## config.mk

```make
export PLATFORM = sky130hd
export DESIGN_NAME = clkdist_pwr_seq
export DESIGN_NICKNAME = d
export VERILOG_FILES = /design/src/rtl/clkdist_pwr_seq.sv
export SDC_FILE = /design/constraint.sdc
export NUM_CORES = 1
export LEC_CHECK = 0
export CAP_MARGIN = 20
export CORE_ASPECT_RATIO = 0.75
export CORE_MARGIN = 2
export CORE_UTILIZATION = 48
export DETAILED_ROUTE_END_ITERATION = 10
export GPL_ROUTABILITY_DRIVEN = 0
export PLACE_DENSITY_LB_ADDON = 0.08
export REMOVE_ABC_BUFFERS = 1
export SYNTH_ARGS = -nofsm -noshare
export SYNTH_HDL_FRONTEND = slang
export SYNTH_SLANG_ARGS = --single-unit
```

## constraint.sdc

```tcl
create_clock -name clk -period 2.78 [get_ports clk]
set_input_delay 0.834 -clock clk [delete_from_list [all_inputs] [get_ports clk]]
set_output_delay 0.834 -clock clk [all_outputs]
set_load 0.1 [all_outputs]
```

## src/rtl/clkdist_pwr_seq.sv

```systemverilog
// Power-up / self-test sequencer for the analog clock distribution block.
// Drives pdb and the ATB testbus select, and latches supply or self-test faults.
module clkdist_pwr_seq #(
  parameter int SETTLE_CYC = 16,
  parameter int WARM_CYC   = 8,
  parameter int DWELL_CYC  = 4
) (
  input  logic       clk,
  input  logic       rst,
  input  logic       en,
  input  logic       supply_ok,
  input  logic       atb_ok,
  input  logic       fault_clr,
  output logic       pdb,
  output logic [1:0] atb_ena,
  output logic       ready,
  output logic       busy,
  output logic       fault,
  output logic [1:0] fail_code,
  output logic [2:0] dbg_state
);

  typedef enum logic [2:0] {
    ST_OFF      = 3'd0,
    ST_BIAS     = 3'd1,
    ST_WARM     = 3'd2,
    ST_ATB_SUP  = 3'd3,
    ST_ATB_IREF = 3'd4,
    ST_RUN      = 3'd5,
    ST_STOP     = 3'd6,
    ST_FAULT    = 3'd7
  } state_t;

  localparam logic [7:0] SETTLE_LD = 8'(SETTLE_CYC - 1);
  localparam logic [7:0] WARM_LD   = 8'(WARM_CYC - 1);
  localparam logic [7:0] DWELL_LD  = 8'(DWELL_CYC - 1);
  localparam logic [7:0] STOP_LD   = 8'd1;

  localparam logic [1:0] FC_NONE   = 2'b00;
  localparam logic [1:0] FC_SUP    = 2'b01;
  localparam logic [1:0] FC_IREF   = 2'b10;
  localparam logic [1:0] FC_SUPLOSS = 2'b11;

  state_t     state_q, state_d;
  logic [7:0] cnt_q, cnt_d;
  logic [1:0] fail_d;
  logic       last;

  logic       pdb_d, ready_d, busy_d, fault_d;
  logic [1:0] atb_d;

  assign last      = (cnt_q == 8'd0);
  assign dbg_state = state_q;

  // Next-state selection; the if/else chain order encodes the edge priority:
  // supply loss, then self-test fail, then en=0, then the normal advance.
  always_comb begin
    state_d = state_q;
    fail_d  = fail_code;
    unique case (state_q)
      ST_OFF: begin
        if (en && supply_ok) state_d = ST_BIAS;
      end
      ST_FAULT: begin
        if (fault_clr && !en) begin
          state_d = ST_OFF;
          fail_d  = FC_NONE;
        end
      end
      default: begin
        if (!supply_ok) begin
          state_d = ST_FAULT;
          fail_d  = FC_SUPLOSS;
        end else if (state_q == ST_ATB_SUP && last && !atb_ok) begin
          state_d = ST_FAULT;
          fail_d  = FC_SUP;
        end else if (state_q == ST_ATB_IREF && last && !atb_ok) begin
          state_d = ST_FAULT;
          fail_d  = FC_IREF;
        end else if (!en && state_q != ST_STOP) begin
          state_d = ST_STOP;
        end else if (last) begin
          case (state_q)
            ST_BIAS:     state_d = ST_WARM;
            ST_WARM:     state_d = ST_ATB_SUP;
            ST_ATB_SUP:  state_d = ST_ATB_IREF;
            ST_ATB_IREF: state_d = ST_RUN;
            ST_STOP:     state_d = ST_OFF;
            default:     state_d = state_q;
          endcase
        end
      end
    endcase
  end

  // Load N-1 on entry to a timed state, otherwise count down and park at 0.
  always_comb begin
    cnt_d = last ? cnt_q : (cnt_q - 8'd1);
    if (state_d != state_q) begin
      case (state_d)
        ST_BIAS:     cnt_d = SETTLE_LD;
        ST_WARM:     cnt_d = WARM_LD;
        ST_ATB_SUP:  cnt_d = DWELL_LD;
        ST_ATB_IREF: cnt_d = DWELL_LD;
        ST_STOP:     cnt_d = STOP_LD;
        default:     cnt_d = 8'd0;
      endcase
    end
  end

  // Outputs are decoded from the next state so the registered copies
  // line up with the state register.
  always_comb begin
    pdb_d   = 1'b0;
    atb_d   = 2'b00;
    ready_d = 1'b0;
    busy_d  = 1'b0;
    fault_d = 1'b0;
    case (state_d)
      ST_BIAS: busy_d = 1'b1;
      ST_WARM: begin
        pdb_d  = 1'b1;
        busy_d = 1'b1;
      end
      ST_ATB_SUP: begin
        pdb_d  = 1'b1;
        atb_d  = 2'b01;
        busy_d = 1'b1;
      end
      ST_ATB_IREF: begin
        pdb_d  = 1'b1;
        atb_d  = 2'b11;
        busy_d = 1'b1;
      end
      ST_RUN: begin
        pdb_d   = 1'b1;
        ready_d = 1'b1;
      end
      ST_STOP: begin
        pdb_d  = 1'b1;
        busy_d = 1'b1;
      end
      ST_FAULT: fault_d = 1'b1;
      default: ;
    endcase
  end

  always_ff @(posedge clk) begin
    if (rst) begin
      state_q   <= ST_OFF;
      cnt_q     <= 8'd0;
      fail_code <= FC_NONE;
      pdb       <= 1'b0;
      atb_ena   <= 2'b00;
      ready     <= 1'b0;
      busy      <= 1'b0;
      fault     <= 1'b0;
    end else begin
      state_q   <= state_d;
      cnt_q     <= cnt_d;
      fail_code <= fail_d;
      pdb       <= pdb_d;
      atb_ena   <= atb_d;
      ready     <= ready_d;
      busy      <= busy_d;
      fault     <= fault_d;
    end
  end

endmodule

```

==> run summary <==
Hold/Removal Path Class - reg2reg
number of clock buffers inserted by TritonCTS - 3
post-synthesis instance area - 1220 um^2
number of pins with negative max-slew slack in the final report - 0
highest net fanout along the worst path - 7
count of final setup violators - 0
via count of the first global-routing pass - 1110
input/output buffers - 16
via count - 1320
post-synthesis to final-layout area growth - 31.5%
dpl cell area - 1540 um^2
Post-synth EDFFs - 0
Synth area leaders - sky130_fd_sc_hd__dfxtp_1 31%, sky130_fd_sc_hd__nor2_1 6.4%, sky130_fd_sc_hd__nand2_1 4.6%
source of the critical timing path - en
synth unique cells - 46
pre-CTS WS - -305 ps
net count of the finished layout - 204
Layout Skew - 6.54 ps
flop and latch count out of synthesis - 19
TritonCTS clock tree - built
worst setup path end - cnt_q[2]
type of the worst setup path - in2reg
placement row count - 15
first-pass GRT wire length - 5.24 mm
x dimension of the die - 62.3 um
initial cell density of the core - 0.517
detailed-route DRC error count - 0
Max Root-Sink Buffers - 2
Critical R2R Launch - cnt_q[0]
Critical Path End Type - flop
I/O pins - 17
filler cell count - 217
Post-synth top flop - sky130_fd_sc_hd__dfxtp_1
Gate Count Post-Synth - 159
WP data arrival - 2890 ps
proportion of layout cells with a drive suffix above 1 - 0.236
Yosys top cell area share - 0.311
most frequently used cell type in the post-synthesis netlist - sky130_fd_sc_hd__nor2_1
number of antenna violations at the first check in global routing - 0
GRT Overall Usage - 0.231
depth of the most critical reg-to-reg path - 11
sequential-to-total area share from yosys stat - 0.311
Die Y - 47.7 um
multi-input logic area - 808 um^2
cell type contributing the most total cell area after synthesis - sky130_fd_sc_hd__dfxtp_1
antenna fix cells - 0
headroom to the max-slew limit - 0.656
unrepaired setup endpoints after global routing - false
clock network latency to the later pin of the worst-skew pair - 300 ps
post-route antenna net violation count - 0
mean instance size in the synthesized netlist - 7.69 um^2
total die area - 2970 um^2
transition time at the pin with the least slew margin - 512 ps
most numerous cell types in the synthesized netlist - 21 x sky130_fd_sc_hd__nor2_1, 19 x sky130_fd_sc_hd__dfxtp_1, 15 x sky130_fd_sc_hd__nand2_1
dpl hpwl - 2.33 mm
clock-pin slew on the worst setup and hold paths - 110 ps
Pre-antenna DRT Iters - 5
async set or reset register ratio after synthesis - 0
clock tree root driver cell - sky130_fd_sc_hd__clkbuf_4
kind of start point of the critical path - input pin
TritonCTS Sinks - 19
area of all placed cells without fillers - 1610 um^2
average wire length per cell after detail routing - 13.7 um
residual overflow from global routing - 0
WP data required - 3020 ps
FF-to-FF End - cnt_q[2]
Final period util - 0.952
status - completed
Yosys warnings - 0
count of maximum capacitance violations - 0
register-to-register setup slack - 230 ps
area taken by flip-flops and latches - 380 um^2
top achievable clock speed - 378 MHz
time the final worst path needs with I/O delays and setup - 2650 ps
Worst Setup Slack, final - 134 ps
Core Box Area - 2360 um^2
largest net degree at the start of global routing - 15
CTS H-Tree Depth - 1
DR vias/cell - 5.76
drt initial violations - 90
number of failing hold endpoints at the final stage - 0
total wire length after detailed routing - 3.15 mm
state kept, by name, indices dropped and copies added, names as in the netlist:
name	count
dbg_state	3
ready	1
cnt_q	8
fault	1
fail_code	2
pdb	1
atb_ena	2
busy	1
layer usage:
metal,share of wire,track usage,vias up
met1,0.45,0.304,608
met2,0.44,0.383,64
li1,-,-,638
met3,0.099,0.0753,10
met5,0,0,-
met4,0.013,0.0533,0
critical path, stage by stage:
cell	delay, ps
sky130_fd_sc_hd__clkdlybuf4s50_1	480
sky130_fd_sc_hd__buf_4	150
sky130_fd_sc_hd__a21boi_0	290
sky130_fd_sc_hd__a211o_1	200
sky130_fd_sc_hd__o21ai_0	110
sky130_fd_sc_hd__and4_4	200
sky130_fd_sc_hd__or4_1	510
sky130_fd_sc_hd__a21oi_1	120
worst min path at each step:
stage	depth (start not counted)	from	slack (ps)	end
after floorplan	2	cnt_q[6]	520	cnt_q[6]
after detailed placement	2	fail_code[0]	490	fail_code[0]
after CTS	2	fail_code[0]	530	fail_code[0]
after global routing	2	fail_code[0]	570	fail_code[0]
after global placement	2	fail_code[0]	480	fail_code[0]
final	2	fail_code[0]	530	fail_code[0]
cells in the final DEF, fill, tap and decap left out, types with 2 or more instances in the layout:
master	instances
sky130_fd_sc_hd__a21oi_1	11
sky130_fd_sc_hd__a32o_1	2
sky130_fd_sc_hd__and2_1	6
sky130_fd_sc_hd__and3_1	2
sky130_fd_sc_hd__buf_4	34
sky130_fd_sc_hd__clkbuf_4	3
sky130_fd_sc_hd__clkdlybuf4s50_1	4
sky130_fd_sc_hd__dfxtp_1	19
sky130_fd_sc_hd__ha_1	2
sky130_fd_sc_hd__inv_1	5
sky130_fd_sc_hd__mux2i_1	3
sky130_fd_sc_hd__nand2_1	15
sky130_fd_sc_hd__nand2b_1	3
sky130_fd_sc_hd__nand3_1	11
sky130_fd_sc_hd__nor2_1	20
sky130_fd_sc_hd__nor2b_1	4
sky130_fd_sc_hd__nor3_1	4
sky130_fd_sc_hd__nor3b_1	2
sky130_fd_sc_hd__nor4_4	2
sky130_fd_sc_hd__o211ai_1	2
sky130_fd_sc_hd__o21ai_0	4
sky130_fd_sc_hd__o21bai_1	2
sky130_fd_sc_hd__o22a_1	2
sky130_fd_sc_hd__o31ai_1	2
sky130_fd_sc_hd__or3_1	2
sky130_fd_sc_hd__xnor2_1	2
sky130_fd_sc_hd__xor2_1	5
cells by family (layout without fill, tap and decap cells):
group,Yosys count,in the layout,share of synthesized area
XOR/XNOR,7,7,0.0502
AO/OA/AOI/OAI,37,37,0.213
multiplexers,3,3,0.0246
buffers and inverters,13,49,0.0471
flip-flops,19,19,0.311
adder cells (fa/ha/maj),2,2,0.0205
AND/OR/NAND/NOR,78,78,0.334
metrics by stage:
step                      std cells  setup TNS (ps)  hold slack [ps]   util
after CTS                       228               0              532  0.666
after detailed placement        224            -998              493  0.653
after global routing            229               0              569  0.680
after global placement          224            -558              482  0.653
after floorplan                 151            -329              520      -
final                           229               0              526  0.680
area by class of cell:
| type | instances | share of cell area |
|---|---|---|
| clock inverter | 1 | 0.00467 |
| tap | 34 | 0.0265 |
| timing repair buffer | 40 | 0.204 |
| sequential | 19 | 0.237 |
| inverter | 5 | 0.0117 |
| multi-input combinational | 127 | 0.503 |
| clock buffer | 3 | 0.0140 |
what timing repair did:
action                     in CTS  in global routing
gates resized for setup         0                  5
setup endpoints to repair       0                  1
setup buffers                   0                  1
hold buffers                    0                  0
Power is left out: the tool's default activity adds up to more than one toggle a clock period on the data nets, which glitch-free logic cannot reach.
